==> config.mk <==
export PLATFORM = sky130hd
export DESIGN_NAME = e_factor
export DESIGN_NICKNAME = d
export VERILOG_FILES = /design/src/rtl/karatsuba_pkg.sv /design/src/rtl/e_rca_adder.sv /design/src/rtl/e_factor.sv
export SDC_FILE = /design/constraint.sdc
export NUM_CORES = 1
export LEC_CHECK = 0
export BUFFER_PORTS_ARGS = -buffer_cell sky130_fd_sc_hd__buf_2
export CORE_AREA = 2 2 39 41
export CTS_CLUSTER_DIAMETER = 120
export CTS_CLUSTER_SIZE = 25
export DETAILED_ROUTE_END_ITERATION = 10
export DIE_AREA = 0 0 41 43
export SYNTH_ARGS = -nofsm -noshare
export SYNTH_HDL_FRONTEND = slang
export SYNTH_SLANG_ARGS = --single-unit
==> constraint.sdc <==
create_clock -name clk -period 1.05 [get_ports clk]
set_clock_uncertainty 0.2 [all_clocks]
set_input_delay 0.105 -clock clk [delete_from_list [all_inputs] [get_ports clk]]
set_output_delay 0.105 -clock clk [all_outputs]
set_load 0.05 [all_outputs]
==> src/rtl/karatsuba_pkg.sv <==
// Shared constants and types for the karatsuba multiplier datapath.
// Blocks such as e_factor and the D-factor import widths from here.
package karatsuba_pkg;

    // Default operand half width; the full operand is twice this.
    localparam int HALF_W = 4;
    localparam int FULL_W = 2 * HALF_W;
    localparam int SUM_W  = HALF_W + 1;

    typedef logic [HALF_W-1:0] half_t;
    typedef logic [FULL_W-1:0] full_t;
    typedef logic [SUM_W-1:0]  sum_t;

endpackage : karatsuba_pkg

==> src/rtl/e_rca_adder.sv <==
// Parameterized ripple-carry adder: sum = a + b with the carry-out kept in the
// MSB of sum. Purely combinational, built from one full adder per bit.
module e_rca_adder #(
    parameter int HALF_W = karatsuba_pkg::HALF_W
) (
    input  logic [HALF_W-1:0] a,
    input  logic [HALF_W-1:0] b,
    output logic [HALF_W:0]   sum
);

    // carry[0] is the adder's carry-in (tied low); carry[HALF_W] is the carry-out.
    logic [HALF_W:0] carry;

    assign carry[0] = 1'b0;

    // One full adder per bit; the carry ripples from LSB to MSB.
    for (genvar gi = 0; gi < HALF_W; gi++) begin : g_fa
        assign sum[gi]      = a[gi] ^ b[gi] ^ carry[gi];
        assign carry[gi+1]  = (a[gi] & b[gi]) | (carry[gi] & (a[gi] ^ b[gi]));
    end

    assign sum[HALF_W] = carry[HALF_W];

endmodule : e_rca_adder

==> src/rtl/e_factor.sv <==
// Karatsuba E factor: splits Y into high half C and low half D and registers
// E = C + D (carry kept) one cycle after a valid input.
// Optional feature macro: E_FACTOR_ZERO_FLAG_EN adds a registered e_zero flag
// that is high when the value loaded into E is zero.
module e_factor
    import karatsuba_pkg::*;
#(
    parameter int HALF_W = karatsuba_pkg::HALF_W
) (
    input  logic                  clk,
    input  logic                  rst_n,
    input  logic                  in_valid,
    input  logic [2*HALF_W-1:0]   Y,
    output logic                  out_valid,
    output logic [HALF_W:0]       E
`ifdef E_FACTOR_ZERO_FLAG_EN
    ,
    output logic                  e_zero
`endif
);

    logic [HALF_W-1:0] c_half;
    logic [HALF_W-1:0] d_half;
    logic [HALF_W:0]   sum_next;
    logic [HALF_W:0]   e_reg;
    logic              out_valid_reg;

    assign c_half = Y[2*HALF_W-1:HALF_W];
    assign d_half = Y[HALF_W-1:0];

    e_rca_adder #(
        .HALF_W (HALF_W)
    ) u_adder (
        .a   (c_half),
        .b   (d_half),
        .sum (sum_next)
    );

    // Result register: loads only on valid so a don't-care Y never reaches E.
    always_ff @(posedge clk or negedge rst_n) begin
        if (!rst_n) begin
            e_reg <= '0;
        end else if (in_valid) begin
            e_reg <= sum_next;
        end
    end

    // Valid tracks the input one cycle later; no bubbles, no backpressure.
    always_ff @(posedge clk or negedge rst_n) begin
        if (!rst_n) begin
            out_valid_reg <= 1'b0;
        end else begin
            out_valid_reg <= in_valid;
        end
    end

    assign E         = e_reg;
    assign out_valid = out_valid_reg;

`ifdef E_FACTOR_ZERO_FLAG_EN
    logic e_zero_reg;

    // Zero flag follows E: starts at 1 (E resets to 0), updates with each load.
    always_ff @(posedge clk or negedge rst_n) begin
        if (!rst_n) begin
            e_zero_reg <= 1'b1;
        end else if (in_valid) begin
            e_zero_reg <= (sum_next == '0);
        end
    end

    assign e_zero = e_zero_reg;
`endif

endmodule : e_factor

After elaboration in Yosys (flattened, before gate mapping)

Index checks and enable logic that the tools add are counted.

Bitwise gates (word level): 17

Operators by type and width:

| kind          | number |
|---|---|
| $and A1 B1 Y1 | 7 |
| $xor A1 B1 Y1 | 7 |
| $or A1 B1 Y1  | 3 |

Output and inout port bits: 6
Flip-flop bits (word level): 6
Word-level logic and storage cells: 19

Depth between registers and ports, before layout

Gate-level depths: netlist of run 1.

Depth after elaboration: 7
Gate-level depth with buffers: 8
Mapped depth without buffers: 8

Hierarchy

Synthesis of run 1 repeated with hierarchy kept, for this count alone.

Cell total of the unflattened synthesis: 25
Area total of the unflattened synthesis: 316.6 µm²

By module, submodules not included:

| module      | times used | area each (µm²) | cells each | sequential area each (µm²) |
|---|---|---|---|---|
| e_factor    | 1          | 206.4           | 11         | 150.1 |
| e_rca_adder | 1          | 110.1           | 14         | 0.0 |

Worst setup path after synthesis of run 1

Ideal clock, no wire load.

Path type: input to register
Start: in Y[0]
End: reg e_reg[3], in the netlist E[3]
Buffers on the path: 0
Setup time: 79 ps
Data required time: 771 ps
Stages: 8
Data arrival time: 1441 ps
Path slack: -670 ps
Cell sequence: ha_1 > inv_1 > fa_1 > inv_1 > fa_1 > inv_1 > fa_1 > mux2i_1

Longest elaborated chain between the ends: 6

Ends and longest elaborated chain:

| what                       | RTL line          | text |
|---|---|---|
| from (decl)                | e_factor.sv:13    | `input logic [2*HALF_W-1:0] Y,` |
| $and A1 B1 Y1 (2 in a row) | e_rca_adder.sv:19 | `assign carry[gi+1] = (a[gi] & b[gi]) \| (carry[gi] & (a[gi] ^ b[gi]));` |
| $or A1 B1 Y1               | e_rca_adder.sv:19 |  |
| $and A1 B1 Y1              | e_rca_adder.sv:19 |  |
| $or A1 B1 Y1               | e_rca_adder.sv:19 |  |
| $xor A1 B1 Y1              | e_rca_adder.sv:18 | `assign sum[gi] = a[gi] ^ b[gi] ^ carry[gi];` |
| to (signal assigned)       | e_factor.sv:44    | `e_reg <= sum_next;` |
| to (decl)                  | e_factor.sv:25    | `logic [HALF_W:0] e_reg;` |

Every way passes these cells.
A chain may end at the register's enable or synchronous reset.

Final worst setup path of run 1

Ends and elaborated chain as after synthesis.

==> reports/qor.log, run 1 <==
qor: status.status complete, but fails checks
qor: status.failed_checks negative hold slack, negative setup slack
qor: place.place.gp.congestion 0.6058
qor: clock_network.root_cell_of_the_clock_tree clkbuf_4
qor: yosys.synth_cell_types 7
qor: clock_network.cts_bufs_inserted 3
qor: floorplan.die_h 43 um
qor: floorplan.die_width 41 um
qor: worst_setup_path.worst_ep_required_time 1020 ps
qor: timing.postLayoutSetupSlackWorst -506.6 ps
qor: drt.routed-via-count 238
qor: worst_setup_path.reg2reg_from E[0]$_DFFE_PN0P_
qor: finish.largest_register_ff_count 5
qor: yosys.netlist_instances 26
qor: place.post_dp_cell_area 439.2 um2
qor: floorplan.pin_count 17
qor: worst_setup_path.worstPathCellList buf_6, ha_4, inv_2, fa_2, inv_2, fa_2, inv_2, fa_1, mux2i_1
qor: drt.remaining_design_rule_violation_count 0
qor: floorplan.fp.coreArea 0.001384 mm2
qor: drt.antenna_left 0
qor: grt.first_pass_grt_wire_length 1083 um
qor: finish.filler_cell_count_in_the_final_layout 146
qor: place.place.detailed.hpwl 481.1 um
qor: timing.worst_slew_margin_rel 91.62%
qor: place.portBuffers 16
qor: worst_setup_path.cp.arrival 1520 ps
qor: pwr.power.combinational.fraction 40.9%
qor: worst_setup_path.crit_path_max_fanout 1
qor: timing.rsz0062_at_grt yes
qor: pwr.peakVddDrop 0.6731 mV
qor: pwr.seqPwrFrac 33.5%
qor: drt.total_length_of_routed_met2_wires 297 um
qor: place.pre_cts_slack -831.7 ps
qor: clock_network.clock_insertion_delay_worst_skew 240 ps
qor: timing.final_count_of_pins_violating_max_slew 0
qor: run.timing.max_cap.violations 0
qor: grt.grt_start_max_net_pins 7
qor: yosys.synth-seq-cells 6
qor: pwr.share_clk_of_total_power 25.6%
qor: yosys.synth_fp_nets 41
qor: floorplan.fp.dieArea 0.001763 mm2
qor: finish.most-common-layout-cells buf_6, buf_2, inv_1, dfrtp_1
qor: finish.layout.nets 64
qor: finish.insertedDiodeCount 0
qor: pwr.p_total 0.8987 mW
qor: worst_setup_path.slowest_stage fa_1
qor: clock_network.clock_tree.buffer_depth 2
qor: timing.worstMarginPinSlew 122.2 ps
qor: timing.post-route-min-period 1557 ps
qor: finish.layoutNonFillerInstCount 64
qor: finish.area_growth 63.77%
qor: yosys.synth_top_cell_area_share 45.28%
qor: finish.final_cell_area 543.0 um2
qor: timing.finalCritPeriodShare 148.2%
qor: drt.wl_per_cell 9.578 um
qor: drt.avgViaCountPerCell 3.719
qor: clock_network.clkTransAtPathRegs 50 ps
qor: worst_setup_path.startpoint_class_of_the_critical_path input port
qor: pwr.switching_pwr 0.3244 mW
qor: timing.timing.final.hold_violations 3
qor: yosys.synth_area_leader_cell dfrtp_1
qor: worst_setup_path.timing.reg2reg.worst_path_depth 1
qor: drt.detailedRoute.firstIterationViolations 2
qor: hold_path.hold_path_depth 2
qor: place.dpl.cell_count 57
qor: clock_network.h-tree-depth 1
qor: clock_network.cts_tree built
qor: worst_setup_path.end_kind register
qor: clock_network.total_clock_sinks 6
qor: drt.drt_pre_antenna_iters 2
qor: timing.final_number_of_setup_violating_endpoints 9
qor: worst_setup_path.reg2reg_to E[0]$_DFFE_PN0P_
qor: drt.wl_met3 68 um
qor: timing.fin_worst_hold_slack -35.90 ps
qor: grt.first_global_vias 262
qor: timing.fin_tns_setup -1558 ps
qor: timing.max_freq 0.6424 GHz
qor: floorplan.std_cell_rows 14
qor: grt.grt_antenna_before_repair 0
qor: hold_path.hold-path-endpoint E[3]$_DFFE_PN0P_
qor: pwr.leakagePower 0.2874 nW
qor: floorplan.initial_utilization 23.96%
qor: grt.global_route.usage.total 9.838%
qor: drt.detailed_route_wire_length 613 um
qor: hold_path.worstHoldStart in_valid
qor: yosys.yosys_warnings 0
qor: finish.layout-drive-gt1-share 60.42%
qor: pwr.p_int 0.5743 mW
qor: grt.globalRoute.totalOverflow 0
qor: yosys.synth_sequential_area_ratio 45.28%
qor: drt.routedLengthMet1 248 um
qor: yosys.avgSynthCellArea 12.75 um2
qor: pwr.switching_fraction_of_total_power 36.10%
qor: worst_setup_path.cpMostUsedCell inv_2
qor: worst_setup_path.crit_type input port to register
qor: yosys.synth.area.top_cells dfrtp_1, fa_1, inv_1, mux2i_1, mux2_4
qor: pwr.power-per-cell-area 1655 mW/mm2
qor: worst_setup_path.critPathMaxStageDelay 390 ps
qor: drt.highest-signal-layer met3
qor: yosys.post_synth_instance_area 331.6 um2
qor: hold_path.hp-class input port to register
qor: worst_setup_path.worst-r2r-setup-slack 70 ps
## cells in the mapped netlist, drive strengths merged
cell type  number
ha              1
buf             1
fa              3
mux2            2
dfrtp           6
mux2i           3
inv            10
## layout make-up
type,instances,area (um2),area share [%]
clock buffers,4,26.28,4.839
inverters,10,37.54,6.912
multi-input cells,9,150.1,27.65
flip-flops and latches,6,151.4,27.88
well taps,16,20.02,3.687
repair buffers,19,157.7,29.03
## stage by stage
step | hold WS (ps) | utilization (%)
3_5_place_dp | -261.1 | 31.74
6_report | -35.90 | 39.24
3_3_place_gp | -264.8 | 31.74
2_1_floorplan | -390.6 | -
5_1_grt | -18.75 | 39.24
4_1_cts | -122.2 | 38.52
## per-layer routing
metal  global-route usage (%)  up-vias
met1                    11.30      109
met3                    3.141        0
met4                    8.000        0
li1                         -      116
met2                    14.06       13
met5                        0        -
## cells by family after synthesis
kind of cell  after synthesis  share of synthesized area (%)
mux                         5                          18.11
fa+ha+maj                   4                          21.89
flops                       6                          45.28
buf+inv                    11                          14.72
## power groups by stage
stage / clock (mW) / sequential (mW) / combinational, mW
floorplan: 0 / 0.434 / 0.0808
global placement: 0 / 0.294 / 0.296
detailed placement: 0 / 0.295 / 0.303
CTS: 0.241 / 0.302 / 0.371
global route: 0.259 / 0.306 / 0.398
finish: 0.231 / 0.301 / 0.367
## worst max-delay path by stage
stage	to	depth (start not counted)	from	slack (ps)
2_1_floorplan	E[3]$_DFFE_PN0P_	8	Y[0]	-610
3_3_place_gp	E[3]$_DFFE_PN0P_	9	Y[0]	-770
3_5_place_dp	E[3]$_DFFE_PN0P_	9	Y[0]	-830
4_1_cts	E[3]$_DFFE_PN0P_	9	Y[0]	-530
5_1_grt	E[3]$_DFFE_PN0P_	9	Y[0]	-590
6_report	E[3]$_DFFE_PN0P_	9	Y[0]	-510
## worst max-delay path: cells and delay by family
kind	cells	cell delay, ps
adder cells (fa/ha/maj)	4	1040
buffers and inverters	4	250
multiplexers	1	140
## timing repair
item | 4_1_cts | 5_1_grt
hold buffers | 1 | 1
hold endpoints to repair | 11 | 3
setup endpoints to repair | 9 | 9
resized for setup | 15 | 0
setup buffers | 1 | 0
(Power assumes the default switching activity.)
==> run 2, diff against run 1 <==
- ABC_AREA: unset -> 1
==> reports/qor.log, run 2 <==
qor: status.status complete, but fails checks
qor: status.failed_checks negative hold slack, negative setup slack
qor: yosys.post_synth_instance_area 320.3 um2 [-3.4%]
qor: pwr.power-per-cell-area 1474 mW/mm2 [-11%]
qor: worst_setup_path.end_kind register
qor: pwr.p_int 0.5415 mW [-5.7%]
qor: clock_network.cts_hold_buf 1 [unchanged]
qor: timing.postLayoutSetupSlackWorst -534.7 ps [-28.14 ps]
qor: clock_network.h-tree-depth 1 [unchanged]
qor: clock_network.root_cell_of_the_clock_tree clkbuf_4
qor: finish.final_cell_area 565.5 um2 [+4.1%]
qor: finish.largest_register_ff_count 5 [unchanged]
qor: place.place.gp.congestion 0.6414 [+5.9%]
qor: grt.grt_start_max_net_pins 8 [+1]
qor: grt.global_route.usage.total 8.806% [-1.0 points]
qor: place.place.detailed.hpwl 467.2 um [-2.9%]
qor: yosys.synth.area.top_cells dfrtp_1, fa_1, nand2_1, inv_1, ha_1
qor: floorplan.die_h 43 um [unchanged]
qor: clock_network.cts_tree built
qor: worst_setup_path.crit_type input port to register
qor: drt.antenna_left 0 [unchanged]
qor: pwr.seqPwrFrac 33.9% [+0.4 points]
qor: drt.detailed_route_wire_length 597 um [-2.6%]
qor: clock_network.cts_bufs_inserted 3 [unchanged]
qor: finish.layoutNonFillerInstCount 78 [+22%]
qor: yosys.synth_area_leader_cell dfrtp_1
qor: pwr.share_clk_of_total_power 25.8% [+0.2 points]
qor: place.dpl.cell_count 68 [+19%]
qor: grt.first_pass_grt_wire_length 938 um [-13%]
qor: timing.fin_worst_hold_slack -134.0 ps [-98.12 ps]
qor: yosys.yosys_most_used_dff dfrtp_1
qor: drt.drt_pre_antenna_iters 1 [-1]
qor: timing.final_count_of_pins_violating_max_slew 0 [unchanged]
qor: finish.area_growth 76.56%
qor: yosys.synth_top_cell_area_share 46.88% [+1.6 points]
qor: pwr.switching_fraction_of_total_power 35.05% [-1.0 points]
qor: floorplan.die_width 41 um [unchanged]
qor: yosys.synth_edf_count 0 [unchanged]
qor: finish.most-common-layout-cells nand2_1, buf_6, buf_2, inv_1
qor: pwr.power.combinational.fraction 40.2% [-0.7 points]
qor: floorplan.std_cell_rows 14 [unchanged]
qor: floorplan.pin_count 17 [unchanged]
qor: pwr.switching_pwr 0.2922 mW [-9.9%]
qor: yosys.synth_sequential_area_ratio 46.88% [+1.6 points]
qor: yosys.synth_top_cells_by_count nand2_1, inv_1, dfrtp_1, fa_1
qor: timing.max_freq 0.6310 GHz [-1.8%]
qor: clock_network.total_clock_sinks 6 [unchanged]
qor: floorplan.fp.coreArea 0.001384 mm2 [unchanged]
qor: worst_setup_path.startpoint_class_of_the_critical_path input port
qor: grt.globalRoute.totalOverflow 0 [unchanged]
qor: yosys.synth-seq-cells 6 [unchanged]
qor: place.portBuffers 16 [unchanged]
qor: clock_network.clock_insertion_delay_worst_skew 250 ps [about the same]
qor: drt.wl_per_cell 7.654 um [-20%]
qor: worst_setup_path.timing.reg2reg.worst_path_depth 4 [+3]
qor: yosys.synth_cell_types 6 [-1]
qor: drt.remaining_design_rule_violation_count 0 [unchanged]
qor: floorplan.fp.dieArea 0.001763 mm2 [unchanged]
qor: pwr.leakagePower 0.3246 nW [+13%]
qor: timing.worstMarginPinSlew 138.1 ps [+15.94 ps]
qor: drt.detailedRoute.firstIterationViolations 0 [-2]
qor: clock_network.clkTransAtPathRegs 40 ps [about the same]
qor: worst_setup_path.cp.arrival 1520 ps [about the same]
qor: drt.avgViaCountPerCell 3.705 [-0.37%]
qor: timing.rsz0062_at_grt yes
qor: timing.worst_slew_margin_rel 90.79% [-0.83 points]
qor: hold_path.hold_path_depth 1 [-1]
qor: grt.first_global_vias 260 [-0.76%]
qor: yosys.netlist_instances 36 [+38%]
qor: yosys.avgSynthCellArea 8.897 um2 [-30%]
qor: pwr.p_total 0.8337 mW [-7.2%]
qor: finish.insertedDiodeCount 0 [unchanged]
qor: drt.routed-via-count 289 [+21%]
qor: run.timing.max_cap.violations 0 [unchanged]
qor: timing.finalCritPeriodShare 150.9% [+2.7 points]
qor: grt.grt_antenna_before_repair 0 [unchanged]
qor: pwr.peakVddDrop 0.3554 mV [-47%]
qor: finish.layout.nets 79 [+23%]
qor: timing.timing.final.hold_violations 6 [+3]
qor: yosys.yosys_warnings 0 [unchanged]
qor: finish.layout_commonest_cell nand2_1
qor: worst_setup_path.crit_path_max_fanout 1 [unchanged]
qor: floorplan.initial_utilization 23.15% [-0.81 points]
qor: yosys.synth_fp_nets 51 [+24%]
qor: timing.final_number_of_setup_violating_endpoints 9 [unchanged]
qor: finish.layout-drive-gt1-share 51.61% [-8.8 points]
qor: timing.post-route-min-period 1585 ps [+28.14 ps]
qor: clock_network.clock_tree.buffer_depth 2 [unchanged]
qor: place.post_dp_cell_area 437.9 um2 [-0.28%]
qor: yosys.ys_async_sr_fraction 100.0% [unchanged]
qor: hold_path.hp-class input port to register
qor: yosys.synth_most_common_cell nand2_1
qor: worst_setup_path.worst_ep_required_time 980 ps [-40 ps]
-- run 2: cell families after synthesis --
kind of cell	share of synthesized area [%]
buf+inv	12.89
fa+ha+maj	22.66
flops	46.87
simple gates	17.58
-- run 2: layout make-up --
class / instances / area, um2
tap: 16 / 20.02
clock buffer: 3 / 22.52
multi-input combinational: 19 / 146.4
fill: 139 / 818.3
timing repair buffer: 23 / 185.2
sequential: 6 / 150.1
inverter: 11 / 41.29
-- run 2: path summary, 6_finish.rpt --
| path | startpoint | end | slack (ps) |
|---|---|---|---|
| min | in_valid | out_valid$_DFF_PN0_ | -130 |
| min reg2reg | E[4]$_DFFE_PN0P_ | E[4]$_DFFE_PN0P_ | 380 |
| max reg2reg | E[0]$_DFFE_PN0P_ | E[0]$_DFFE_PN0P_ | 10 |
| max in group asynchronous | rst_n | out_valid$_DFF_PN0_ | 500 |
| max | Y[4] | E[3]$_DFFE_PN0P_ | -530 |
| min in group asynchronous | rst_n | E[2]$_DFFE_PN0P_ | 0 |
-- run 2: worst max-delay path: stages --
cell	delay, ps
buf_6	70
ha_4	120
inv_2	30
fa_2	320
inv_2	60
fa_2	180
inv_2	40
fa_1	460
inv_1	40
nand2_1	50
nand2_1	50
-- run 2: metal layers --
metal / routed length [um] / GRT usage (%) / up-vias
met2: 298 / 12.50 / 12
met1: 231 / 8.581 / 122
met4: 29 / 14.00 / 0
met3: 37 / 0 / 3
li1: - / - / 152
met5: 0 / 0 / -
-- run 2: power groups by stage --
stage                     sequential, mW  clock (mW)  combinational (mW)
final                              0.283       0.216               0.336
after global routing               0.286       0.230               0.366
after CTS                          0.283       0.227               0.327
after detailed placement           0.280           0               0.246
after global placement             0.279           0               0.243
after floorplan                    0.390           0              0.0622
-- run 2: through the flow --
step | setup TNS [ps] | util, % | setup slack, ps
2_1_floorplan | -1730 | - | -681.3
6_report | -1376 | 40.87 | -534.7
4_1_cts | -1519 | 39.78 | -557.3
3_3_place_gp | -2336 | 31.65 | -839.0
5_1_grt | -1728 | 40.87 | -601.1
3_5_place_dp | -2353 | 31.65 | -845.1
-- run 2: repair_timing --
action | CTS | global route
endpoints found under the hold margin | 12 | 6
pin swaps | 4 | 2
resized for setup | 15 | 0
setup endpoints to repair | 9 | 10
setup buffers | 4 | 2
==> run 3, diff against run 2 <==
- SYNTH_HIERARCHICAL: unset -> 1
==> reports/qor.log, run 3 <==
qor: grt.first_pass_grt_wire_length 959 um [+2.2%]
qor: grt.globalRoute.totalOverflow 0 [unchanged]
qor: drt.drt_pre_antenna_iters 1 [unchanged]
qor: yosys.avgSynthCellArea 8.897 um2 [unchanged]
qor: finish.layout_commonest_cell nand2_1
qor: drt.avgViaCountPerCell 3.560 [-3.9%]
qor: yosys.synth_top_cell_area_share 46.88% [unchanged]
qor: drt.detailedRoute.firstIterationViolations 0 [unchanged]
qor: grt.global_route.usage.total 8.300% [-0.51 points]
qor: finish.ff_latch_area 150.1 um2 [unchanged]
qor: worst_setup_path.timing.reg2reg.worst_path_depth 3 [-1]
qor: floorplan.initial_utilization 23.15% [unchanged]
qor: worst_setup_path.crit_path_max_fanout 1 [unchanged]
qor: yosys.synth_fp_nets 51 [unchanged]
qor: timing.fin_tns_setup -1438 ps [-61.98 ps]
qor: floorplan.die_width 41 um [unchanged]
qor: floorplan.fp.coreArea 0.001384 mm2 [unchanged]
qor: run.timing.max_cap.violations 0 [unchanged]
qor: hold_path.hold_path_depth 1 [unchanged]
qor: timing.final_count_of_pins_violating_max_slew 0 [unchanged]
qor: yosys.ys_async_sr_fraction 100.0% [unchanged]
qor: yosys.yosys_warnings 6 [+6]
qor: floorplan.pin_count 17 [unchanged]
qor: finish.largest_register_ff_count 5 [unchanged]
qor: hold_path.hp-class input port to register
qor: pwr.power-per-cell-area 1487 mW/mm2 [+0.89%]
qor: worst_setup_path.cp.arrival 1540 ps [+20 ps]
qor: timing.fin_worst_hold_slack -130.9 ps [+3.091 ps]
qor: timing.final_number_of_setup_violating_endpoints 9 [unchanged]
qor: drt.routed-via-count 267 [-7.6%]
qor: timing.worst_slew_margin_rel 90.84% [about the same]
qor: worst_setup_path.end_kind register
qor: pwr.leakagePower 0.3098 nW [-4.6%]
qor: yosys.synth_cell_types 6 [unchanged]
qor: floorplan.die_h 43 um [unchanged]
qor: timing.post-route-min-period 1610 ps [+25.58 ps]
qor: finish.most-common-layout-cells nand2_1, buf_6, buf_2, inv_1, dfrtp_1
qor: drt.wl_per_cell 7.600 um [-0.70%]
qor: timing.rsz0062_at_grt yes
qor: yosys.netlist_instances 36 [unchanged]
qor: yosys.yosys_most_used_dff dfrtp_1
qor: worst_setup_path.worst_ep_required_time 980 ps [about the same]
qor: finish.area_growth 69.53%
qor: finish.layout.nets 76 [-3.8%]
qor: floorplan.std_cell_rows 14 [unchanged]
qor: worst_setup_path.crit_type input port to register
qor: clock_network.cts_tree built
qor: timing.worstMarginPinSlew 137.4 ps [-0.7608 ps]
qor: worst_setup_path.startpoint_class_of_the_critical_path input port
qor: place.pre_cts_slack -844.1 ps [+1.032 ps]
qor: place.place.gp.congestion 0.6449 [+0.55%]
qor: grt.first_global_vias 278 [+6.9%]
qor: drt.detailed_route_wire_length 570 um [-4.5%]
qor: timing.timing.final.hold_violations 6 [unchanged]
qor: clock_network.clock_insertion_delay_worst_skew 240 ps [about the same]
qor: clock_network.clock_tree.buffer_depth 2 [unchanged]
qor: status.failed_checks negative hold slack, negative setup slack
qor: yosys.synth_area_leader_cell dfrtp_1
qor: clock_network.clkTransAtPathRegs 40 ps [about the same]
qor: yosys.synth.area.top_cells dfrtp_1, fa_1, nand2_1, inv_1, ha_1
qor: place.portBuffers 16 [unchanged]
qor: timing.max_freq 0.6210 GHz [-1.6%]
qor: floorplan.fp.dieArea 0.001763 mm2 [unchanged]
qor: timing.postLayoutSetupSlackWorst -560.3 ps [-25.58 ps]
qor: yosys.synth_sequential_area_ratio 46.88% [unchanged]
qor: finish.insertedDiodeCount 0 [unchanged]
qor: drt.remaining_design_rule_violation_count 0 [unchanged]
qor: place.place.detailed.hpwl 490.6 um [+5.0%]
qor: finish.filler_cell_count_in_the_final_layout 136 [-2.2%]
qor: yosys.synth_most_common_cell nand2_1
qor: finish.layout-drive-gt1-share 49.15% [-2.5 points]
qor: yosys.synth_top_cells_by_count nand2_1, inv_1, dfrtp_1, fa_1
qor: clock_network.total_clock_sinks 6 [unchanged]
qor: yosys.synth_edf_count 0 [unchanged]
qor: status.status complete, but fails checks
qor: grt.grt_start_max_net_pins 8 [unchanged]
qor: clock_network.cts_bufs_inserted 3 [unchanged]
qor: clock_network.cts_hold_buf 1 [unchanged]
qor: grt.grt_antenna_before_repair 0 [unchanged]
qor: clock_network.h-tree-depth 1 [unchanged]
qor: pwr.peakVddDrop 0.5268 mV [+48%]
qor: finish.multi_input_area 146.4 um2 [unchanged]
qor: drt.antenna_left 0 [unchanged]
qor: yosys.synth-seq-cells 6 [unchanged]
qor: yosys.post_synth_instance_area 320.3 um2 [unchanged]
qor: timing.finalCritPeriodShare 153.4% [+2.4 points]
qor: finish.postLayoutCoreUtil 39.24% [-1.6 points]
qor: clock_network.root_cell_of_the_clock_tree clkbuf_4
run 3: worst max-delay path: stages:
cell and delay (ps):
buf_6 80, ha_4 120, inv_2 30, fa_2 330
inv_2 60, fa_2 180, inv_2 40, fa_1 490
inv_1 40, nand2_1 40, nand2_1 50
run 3: per-layer routing:
metal  vias to the layer above  track usage, %  routed length (um)
met4                         0           6.000                   0
met3                         0           3.141                  39
li1                        145               -                   -
met5                         -               0                   0
met2                         9           12.50                 298
met1                       113           8.911                 233
run 3: through the flow:
step           instance area [um2]  cells  total power, mW
3_3_place_gp                 437.9     68           0.5222
4_1_cts                      543.0     75           0.8219
2_1_floorplan                337.8     36           0.4526
5_1_grt                      543.0     75           0.8587
3_5_place_dp                 437.9     68           0.5272
6_report                     543.0     75           0.8077
run 3: cell type report:
type,instances,share of cell area [%]
Tap cell,16,3.687
Clock buffer,3,4.147
Multi-Input combinational cell,19,26.96
Inverter,11,7.604
Timing Repair Buffer,20,29.95
Sequential cell,6,27.65
run 3: worst paths after layout:
check	start	to	slack (ps)
worst max-delay path	Y[4]	E[3]$_DFFE_PN0P_	-560
worst min-delay path	in_valid	out_valid$_DFF_PN0_	-130
worst max register to register	E[2]$_DFFE_PN0P_	E[2]$_DFFE_PN0P_	120
worst min register to register	E[0]$_DFFE_PN0P_	E[0]$_DFFE_PN0P_	300
max in group asynchronous	rst_n	E[3]$_DFFE_PN0P_	490
min in group asynchronous	rst_n	E[1]$_DFFE_PN0P_	20
run 3: cell families (layout without fill, tap and decap cells):
kind of cell	count (synthesis)	count (layout)	synth area share, %
and+or+nand+nor	15	15	17.58
buffers and inverters	11	34	12.89
DFF	6	6	46.87
adders and majority gates	4	4	22.66
run 3: report_power, final:
group | leakage (nW) | internal [mW] | total [mW] | switching [mW]
clock | 0.0138 | 0.129 | 0.209 | 0.0795
sequential | 0.0726 | 0.263 | 0.284 | 0.0207
combinational | 0.223 | 0.132 | 0.315 | 0.183
total | 0.310 | 0.524 | 0.808 | 0.283
run 3: what timing repair did:
item | CTS | global route
hold endpoints to repair | 12 | 6
setup endpoints to repair | 10 | 10
pin swaps | 2 | 2
setup buffers | 3 | 0
gates resized for setup | 14 | 1
